`src/rtl/sram_burst_reader.sv`:
```
// sram_burst_reader: streams LENGTH consecutive words out of a synchronous
// SRAM read port with 1-cycle read latency onto a valid/ready stream.
// The read address wraps from the top of the address space back to 0.
// A 2-entry output buffer absorbs backpressure. Reads are only issued when
// buffer space is already reserved for them, so no returning word is lost.
// Optional feature: define SRAM_BURST_READER_ABORT_EN to add an abort input.
// Abort flushes a running burst and returns the block to idle without done.
module sram_burst_reader #(
  parameter int DATA_WIDTH = 8,
  parameter int ADDR_WIDTH = 10
) (
  input  logic                  clk,
  input  logic                  rst_n,
  input  logic                  start,
  input  logic [ADDR_WIDTH-1:0] base_addr,
  input  logic [ADDR_WIDTH:0]   length,
  output logic                  busy,
  output logic                  done,
  output logic [ADDR_WIDTH-1:0] ram_addr,
  output logic                  ram_cen,
  input  logic [DATA_WIDTH-1:0] ram_q,
  output logic [DATA_WIDTH-1:0] out_data,
  output logic                  out_valid,
`ifdef SRAM_BURST_READER_ABORT_EN
  input  logic                  abort,
`endif
  input  logic                  out_ready
);

  typedef enum logic [1:0] {
    IDLE  = 2'd0,
    RUN   = 2'd1,
    DRAIN = 2'd2
  } state_t;

  localparam logic [ADDR_WIDTH-1:0] ADDR_ONE = 1;
  localparam logic [ADDR_WIDTH:0]   CNT_ONE  = 1;

  state_t                          state_q, state_d;
  logic                            done_d;
  logic [ADDR_WIDTH-1:0]           rd_ptr;     // next word to read
  logic [ADDR_WIDTH-1:0]           addr_q;     // last address issued
  logic [ADDR_WIDTH:0]             issue_cnt;  // reads still to issue
  logic [ADDR_WIDTH:0]             xfer_cnt;   // words still to hand over
  logic [1:0]                      occ;        // buffer occupancy, 0..2
  logic                            inflight;   // read issued last cycle
  logic [1:0][DATA_WIDTH-1:0]      buf_q;      // [0] is the stream head
  logic                            active;
  logic                            abort_w;
  logic                            accept;
  logic                            issue;
  logic                            cap;
  logic                            pop;
  logic [2:0]                      committed;

  assign active = (state_q != IDLE);
  assign accept = (state_q == IDLE) && start && (length != '0);

`ifdef SRAM_BURST_READER_ABORT_EN
  // Abort only matters while a burst is running. In idle, start proceeds.
  assign abort_w = abort && active;
`else
  assign abort_w = 1'b0;
`endif

  assign out_valid = (occ != 2'd0);
  assign out_data  = buf_q[0];
  assign pop       = out_valid && out_ready;
  // The word returning from the RAM this cycle is dropped on abort.
  assign cap       = inflight && !abort_w;
  assign busy      = active;

  // Buffer entries left after this cycle's pop, plus the read already in
  // flight. A new read may only be issued if its landing slot is free even
  // when the consumer stalls from now on. A full buffer never issues, even
  // when it is popping this cycle.
  assign committed = {1'b0, occ} - {2'b00, pop} + {2'b00, inflight};
  assign issue     = active && !abort_w && (issue_cnt != '0) &&
                     (occ != 2'd2) && (committed < 3'd2);

  // The RAM address is presented only on issue. Otherwise it holds the last value.
  assign ram_cen  = issue;
  assign ram_addr = issue ? rd_ptr : addr_q;

  // Next-state and done-pulse decode
  always_comb begin
    state_d = state_q;
    done_d  = 1'b0;
    case (state_q)
      IDLE: begin
        if (start) begin
          if (length == '0) done_d  = 1'b1;
          else              state_d = RUN;
        end
      end
      RUN: begin
        if (issue && (issue_cnt == CNT_ONE)) state_d = DRAIN;
      end
      DRAIN: begin
        if (pop && (xfer_cnt == CNT_ONE)) begin
          state_d = IDLE;
          done_d  = 1'b1;
        end
      end
      default: state_d = IDLE;
    endcase
    if (abort_w) begin
      state_d = IDLE;
      done_d  = 1'b0;
    end
  end

  // State register and registered done pulse
  always_ff @(posedge clk or negedge rst_n) begin
    if (!rst_n) begin
      state_q <= IDLE;
      done    <= 1'b0;
    end else begin
      state_q <= state_d;
      done    <= done_d;
    end
  end

  // Burst bookkeeping: read pointer, issue/transfer counts, held address
  always_ff @(posedge clk or negedge rst_n) begin
    if (!rst_n) begin
      rd_ptr    <= '0;
      addr_q    <= '0;
      issue_cnt <= '0;
      xfer_cnt  <= '0;
    end else if (accept) begin
      rd_ptr    <= base_addr;
      issue_cnt <= length;
      xfer_cnt  <= length;
    end else if (abort_w) begin
      issue_cnt <= '0;
      xfer_cnt  <= '0;
    end else begin
      if (issue) begin
        rd_ptr    <= rd_ptr + ADDR_ONE;  // wraps naturally at the top
        addr_q    <= rd_ptr;
        issue_cnt <= issue_cnt - CNT_ONE;
      end
      if (pop) xfer_cnt <= xfer_cnt - CNT_ONE;
    end
  end

  // Output buffer: capture returning RAM data, shift on pop, flush on abort
  always_ff @(posedge clk or negedge rst_n) begin
    if (!rst_n) begin
      occ      <= 2'd0;
      inflight <= 1'b0;
      buf_q    <= '0;
    end else if (abort_w) begin
      occ      <= 2'd0;
      inflight <= 1'b0;
    end else begin
      inflight <= issue;
      case ({cap, pop})
        2'b10: begin
          // The issue rule guarantees occ < 2 here.
          buf_q[occ[0]] <= ram_q;
          occ           <= occ + 2'd1;
        end
        2'b01: begin
          buf_q[0] <= buf_q[1];
          occ      <= occ - 2'd1;
        end
        2'b11: begin
          if (occ == 2'd1) begin
            buf_q[0] <= ram_q;
          end else begin
            buf_q[0] <= buf_q[1];
            buf_q[1] <= ram_q;
          end
        end
        default: ;
      endcase
    end
  end

endmodule

```
`config.mk`:
```
export PLATFORM = sky130hd
export DESIGN_NAME = sram_burst_reader
export DESIGN_NICKNAME = d
export VERILOG_FILES = /design/src/rtl/sram_burst_reader.sv
export SDC_FILE = /design/constraint.sdc
export NUM_CORES = 1
export LEC_CHECK = 0
export BUFFER_PORTS_ARGS = -buffer_cell sky130_fd_sc_hd__buf_4
export CAP_MARGIN = 20
export CORE_MARGIN = 1.5
export CORE_UTILIZATION = 45
export DETAILED_ROUTE_END_ITERATION = 12
export PLACE_DENSITY = 0.73
export SLEW_MARGIN = 30
export SYNTH_ARGS = -nofsm -noshare
export SYNTH_HDL_FRONTEND = slang
export SYNTH_SLANG_ARGS = --single-unit
```
`constraint.sdc`:
```
create_clock -name clk -period 7.75 [get_ports clk]
set_input_delay 0 -clock clk [delete_from_list [all_inputs] [get_ports clk]]
set_output_delay 0 -clock clk [all_outputs]
set_load 0.01 [all_outputs]
```
; After elaboration in Yosys (flattened, before gate mapping)
; Cells that the tools add are included.
[totals]
wordCells = 80
regBits = 64
out_inout_bits = 22
inputBits = 33
[classes]
n_addsub = 7
magnitude_cmp = 3
eq_ne = 14
mux = 24
n_reduce_logical = 22
[ops]
columns = op, count
row1 = 2-to-1 mux 11 bit, 4
row2 = 2-to-1 mux 10 bit, 3
row3 = 2-to-1 mux 8 bit, 3
row4 = one-hot mux 8 bit (3 select lines), 1
row5 = "== test 11 x 1 -> 1 bit, second input constant", 2
row6 = nonzero test 11 bit, 2
row7 = "subtractor 11 x 1 -> 11 bit, second input constant", 2
row8 = bitwise mux 16 bit, 1
row9 = one-hot mux 8 bit (2 select lines), 1
row10 = "inequality test 2 bit, second input constant", 6
row11 = nonzero test 2 bit, 6
row12 = logical NOT 11 bit, 1
row13 = "adder 10 x 1 -> 10 bit, second input constant", 1
row14 = logical AND 1 bit, 9
row15 = demux 8 bit (select 1 bit), 1
row16 = 2-to-1 mux 2 bit, 4
row17 = "== test 2 x 1 -> 1 bit, second input constant", 3
row18 = "== test 2 bit, second input constant", 3
row19 = one-hot mux 2 bit (3 select lines), 1
row20 = one-hot mux 2 bit (2 select lines), 1
row21 = AND reduction 4 bit, 1
row22 = adder 3 x 1 -> 3 bit, 1
row23 = "less-than comparator 3 x 2 -> 1 bit, second input constant", 1
row24 = 2-to-1 mux 1 bit, 3
row25 = other kinds (9), 9

; Depth between registers and ports, before layout
[depth]
depth_word = 9
ltp_mapped = 14
ltp_nobuf = 13

; Least setup slack after synthesis
; OpenSTA, ideal clock, no wires.
[synth_path]
path_type = flip-flop to flip-flop
from = register occ[0]
to = register rd_ptr[9]
period_less_slack_ns = 3.201
slack_ns = 4.549
setup_ns = 0.069
n_path_buf = 0
path_stages_with_launch = 13
t_required_ns = 7.681
t_arrival_ns = 3.132
path_cell_list = dfrtp_1 -> inv_1 -> ha_1 -> and2b_1 -> inv_2 -> ha_1 -> nand2_1 -> fa_1 -> xor2_1 -> nor4b_4 -> nand2_2 -> or4_1 -> nand3_1
[synth_between]
elab_chain_len = 7
word_cells_on_any_way = 9
cone_classes = add/sub: 2 / order compare: 1 / eq/ne: 1 / reduce/logical: 5
[synth_lines]
columns = element, line
row1 = from (decl), 45  ; logic [1:0] occ;
row2 = from (signal assigned), 163  ; occ <= occ + 2'd1;
row3 = from (signal assigned), 167  ; occ <= occ - 2'd1;
row4 = nonzero test 2 bit, 66  ; assign out_valid = (occ != 2'd0);
row5 = logical AND 1 bit, 68  ; assign pop = out_valid && out_ready;
row6 = subtractor 2 x 1 -> 3 bit, 77  ; assign committed = {1'b0, occ} - {2'b00, pop} + {2'b00, inflight};
row7 = adder 3 x 1 -> 3 bit, 77
row8 = less-than comparator 3 x 2 -> 1 bit, 79  ; (occ != 2'd2) && (committed < 3'd2);
row9 = logical AND 1 bit *, 79
row10 = nonzero test 2 bit (no line) *, n/a
row11 = to (signal assigned), 132  ; rd_ptr <= base_addr;
row12 = to (signal assigned), 140  ; rd_ptr <= rd_ptr + ADDR_ONE;
row13 = to (decl), 41  ; logic [ADDR_WIDTH-1:0] rd_ptr;
; Every way passes the cells marked *; elsewhere a longest branch is shown, timed or not.
; A chain may end at the register's enable or synchronous reset.

; Worst setup path in the final report
[layout_path]
from = register occ[0]
to = output port ram_addr[9]
[layout_between]
elab_chain_len = 7
word_cells_on_any_way = 9
cone_classes = add/sub: 2 / order compare: 1 / eq/ne: 1 / mux: 1 / reduce/logical: 4
[layout_lines]
columns = element, line
row1 = nonzero test 2 bit, 66
row2 = logical AND 1 bit, 68
row3 = subtractor 2 x 1 -> 3 bit, 77
row4 = adder 3 x 1 -> 3 bit, 77
row5 = less-than comparator 3 x 2 -> 1 bit, 79
row6 = logical AND 1 bit *, 79
row7 = 2-to-1 mux 10 bit *, n/a
row8 = to (decl), 19  ; output logic [ADDR_WIDTH-1:0] ram_addr,
; Marked as above.

==> reports/metrics.yaml <==
reg2regPathDepth: 13
insertion_delay_ps: 350
worst_setup_path_endpoint: "ram_addr[9]"
grt_start_max_net_pins: 65
finalMaxSlewViolations: 0
cts_buffers: 9
die_height_um: 90.2
cts_tree: "yes"
share_of_the_yosys_chip_area_belonging_to_registers_pct: 46.8
synthAdderAreaFrac_pct: 4.61
drtAntennaViolNets: 0
synth.area.mux_share_pct: 8.19
timing_hold_violations_final: 0
synth_simple_gate_area_share_pct: 17.7
finalCritPeriodShare_pct: 56.2
total_global_routing_track_utilization_pct: 20.3
grt_overflow_total: 0
maxCapViolCount: 0
first_pass_iters: 5
port_buffers: 54
synthMostInstantiatedCell: "sky130_fd_sc_hd__dfrtp_1"
drive_gt1_share_pct: 25.4
placement.setup.worst_slack_ps: 3540
dominant_combinational_cell_family_by_area_after_synthesis: "simple AND/OR/NAND/NOR gates"
fin_tns_setup_ps: 0
detailroute.via_count: 2815
cts_htree_levels: 3
first_global_vias: 2779
grt_first_pass_wirelength_um: 13100
rsz0062_at_grt: "no"
relSlewSlack_pct: 45.8
crit_path_end_kind: "output port"
hold_class: "in -> reg"
vias_per_cell: 5.44
r2r-end: "issue_cnt[3]$_DFFE_PN0P_"
cts.sink_count: 64
worstPathRequired_ps: 7750
floorplan.rows: 31
netlist_top_cells_count: "64 x sky130_fd_sc_hd__dfrtp_1, 32 x sky130_fd_sc_hd__nand2_1, 28 x sky130_fd_sc_hd__nor2_1"
finalNonFillerCells: 517
critical_path.startpoint_type: "register"
r2r_setup_slack_ps: 3550
routed_wire_length_per_instance_um: 15.1
synth_area_leaders: "sky130_fd_sc_hd__dfrtp_1 47%, sky130_fd_sc_hd__mux2_2 7.9%, sky130_fd_sc_hd__ha_1 4.0%, sky130_fd_sc_hd__nand2_1 3.5%, sky130_fd_sc_hd__a21oi_1 3.4%"
share_of_the_synthesized_area_in_compound_gates_ao_oa_aoi_oai_pct: 13.8
critical_path.max_fanout: 33
detailed_place_hpwl_um: 5080
critical_path_arrival_ps: 4350
leakagePower_nw: 1.89
vdd.ir_drop.worst_mv: 0.208
count_of_flip_flops_with_a_built_in_enable_after_synthesis: 0
cp-startpoint: "occ[0]$_DFFE_PN0N_"
synth.top_cell.area_share_pct: 46.8
finalClockSkew_ps: 11.0
cts_resized: 0
ioPinCount: 55
gp_congestion: 0.854
synth-warning-count: 0
final.hold.worst_slack_ps: 69.4
initialDrtViolationCount: 213
design.die.area_mm2: 0.00813
synth.largest_area_cell: "sky130_fd_sc_hd__dfrtp_1"
cts_post_setup_buffers_inserted: 0
setup_viol: 0
post_route_setup_slack_ps: 3400
achievable-frequency_ghz: 0.230
clkSlewWorstSetupHoldPaths_ps: 70
cts.root.buffer_cell: "sky130_fd_sc_hd__clkbuf_8"
areaGrowthSynthToFinish_pct: 27.0
synth-seq-cells: 64
timing_worst_setup_path_type: "reg -> out"
regToRegStartpoint: "occ[0]$_DFFE_PN0N_"
initial_core_util_pct: 46.9
final.fill_count: 658
syn_area_cell_um2: 10.2
run_status: "finished, final reports clean"
clk_path_buf_depth: 2
synth-xor-area-share_pct: 4.35
synthesis.area_mm2: 0.00342
final_nets: 459
wl_um: 7790
synth_async_sr_flop_share_pct: 100
die_width_um: 90.2
hold_buffers: 30
multi_input_comb_area_mm2: 0.00167
synth_ff_type: "sky130_fd_sc_hd__dfrtp_1"
period_minus_slack_ps: 4350
post_synthesis_net_count: 380
post_synth_inst_count: 335
antenna_found_initial: 0
floorplan_core_area_mm2: 0.00729
worstMarginPinSlew_ps: 813
remaining_drc_errors: 0
synth_cell_types: 52
antenna-diode-count: 0
power-per-cell-area_mw_per_mm2: 386
area_taken_by_flip_flops_and_latches_mm2: 0.00160
cells_after_dpl: 472
-- cells in the final DEF (no fill, tap or decap), types with 3 or more instances in the layout --
master	n
sky130_fd_sc_hd__a211oi_1	4
sky130_fd_sc_hd__nor3_1	11
sky130_fd_sc_hd__a311oi_1	4
sky130_fd_sc_hd__inv_1	11
sky130_fd_sc_hd__dlygate4sd3_1	30
sky130_fd_sc_hd__and3_1	4
sky130_fd_sc_hd__nand3_1	11
sky130_fd_sc_hd__nand4_1	3
sky130_fd_sc_hd__nor2_1	28
sky130_fd_sc_hd__a22oi_1	9
sky130_fd_sc_hd__a21oi_1	22
sky130_fd_sc_hd__o211ai_1	5
sky130_fd_sc_hd__xnor2_1	8
sky130_fd_sc_hd__a221o_1	4
sky130_fd_sc_hd__nor4_1	4
sky130_fd_sc_hd__xor2_1	9
sky130_fd_sc_hd__nand2_1	32
sky130_fd_sc_hd__clkinv_2	3
sky130_fd_sc_hd__clkbuf_8	10
sky130_fd_sc_hd__mux2_2	24
sky130_fd_sc_hd__o21ai_0	10
sky130_fd_sc_hd__buf_4	55
sky130_fd_sc_hd__or3_1	3
sky130_fd_sc_hd__ha_1	11
sky130_fd_sc_hd__dfrtp_1	64
-- how the worst min path moves through the flow --
| stage | from | end | cells after the start |
|---|---|---|---|
| after floorplan | rst_n | addr_q[0]$_DFFE_PN0N_ | 0 |
| after global placement | rst_n | buf_q[15]$_DFFE_PN0P_ | 1 |
| after detailed placement | rst_n | rd_ptr[5]$_DFFE_PN0P_ | 1 |
| after CTS | out_ready | xfer_cnt[2]$_DFFE_PN0P_ | 3 |
| after global routing | out_ready | xfer_cnt[2]$_DFFE_PN0P_ | 3 |
| final | out_ready | xfer_cnt[2]$_DFFE_PN0P_ | 3 |
-- per-layer routing --
layer  vias up  global-route usage [%]  share of wire (%)
li1       1359                       -                  -
met3        12                    4.99                5.1
met4         0                    8.86                1.4
met2        76                    31.8                 48
met1      1368                    26.6                 46
met5         -                       0                  0
-- kinds of logic (layout without fill, tap and decap cells) --
group / count (synthesis) / count (layout)
simple gates: 115 / 115
compound gates: 72 / 72
flops: 64 / 64
buf+inv: 30 / 113
mux: 25 / 25
xor+xnor: 17 / 17
fa+ha+maj: 12 / 12
-- flip-flops by register name, summed over array words and instances, names as in the netlist --
name       cells
state_q        2
out_data       8
issue_cnt     11
occ            2
done           1
addr_q        10
xfer_cnt      11
rd_ptr        10
buf_q          8
cap            1
-- power by group --
group | internal, mW | switching, mW | total [mW]
registers | 0.487 | 0.136 | 0.623
clock network | 0.154 | 0.127 | 0.281
logic | 0.381 | 0.390 | 0.771
-- layout make-up --
class | instances | area share, %
Inverter | 13 | 1.12
Multi-Input combinational cell | 241 | 38.5
Tap cell | 99 | 2.85
Clock inverter | 4 | 1.04
Sequential cell | 64 | 36.9
Timing Repair Buffer | 85 | 16.4
Clock buffer | 11 | 3.25
-- metrics by stage --
stage / instance area [µm²] / power (mW) / util (%)
floorplan: 3420 / 1.18 / -
global placement: 3850 / 1.36 / 52.8
detailed placement: 3860 / 1.39 / 52.9
CTS: 4340 / 1.69 / 59.6
global route: 4340 / 1.80 / 59.6
finish: 4340 / 1.68 / 59.6
-- critical path, cell delays in order, from the launching register on --
cell and delay (ps):
sky130_fd_sc_hd__dfrtp_1 480, sky130_fd_sc_hd__inv_1 110, sky130_fd_sc_hd__ha_1 240, sky130_fd_sc_hd__and2b_1 280, sky130_fd_sc_hd__inv_2 120, sky130_fd_sc_hd__ha_1 360
sky130_fd_sc_hd__nand2_1 80, sky130_fd_sc_hd__fa_1 380, sky130_fd_sc_hd__xor2_1 180, sky130_fd_sc_hd__nor4b_4 490, sky130_fd_sc_hd__nand2_2 530, sky130_fd_sc_hd__inv_2 450
sky130_fd_sc_hd__nand2_1 120, sky130_fd_sc_hd__nand2_1 70, sky130_fd_sc_hd__buf_4 110
No activity file was read; power rests on OpenSTA's default activity.
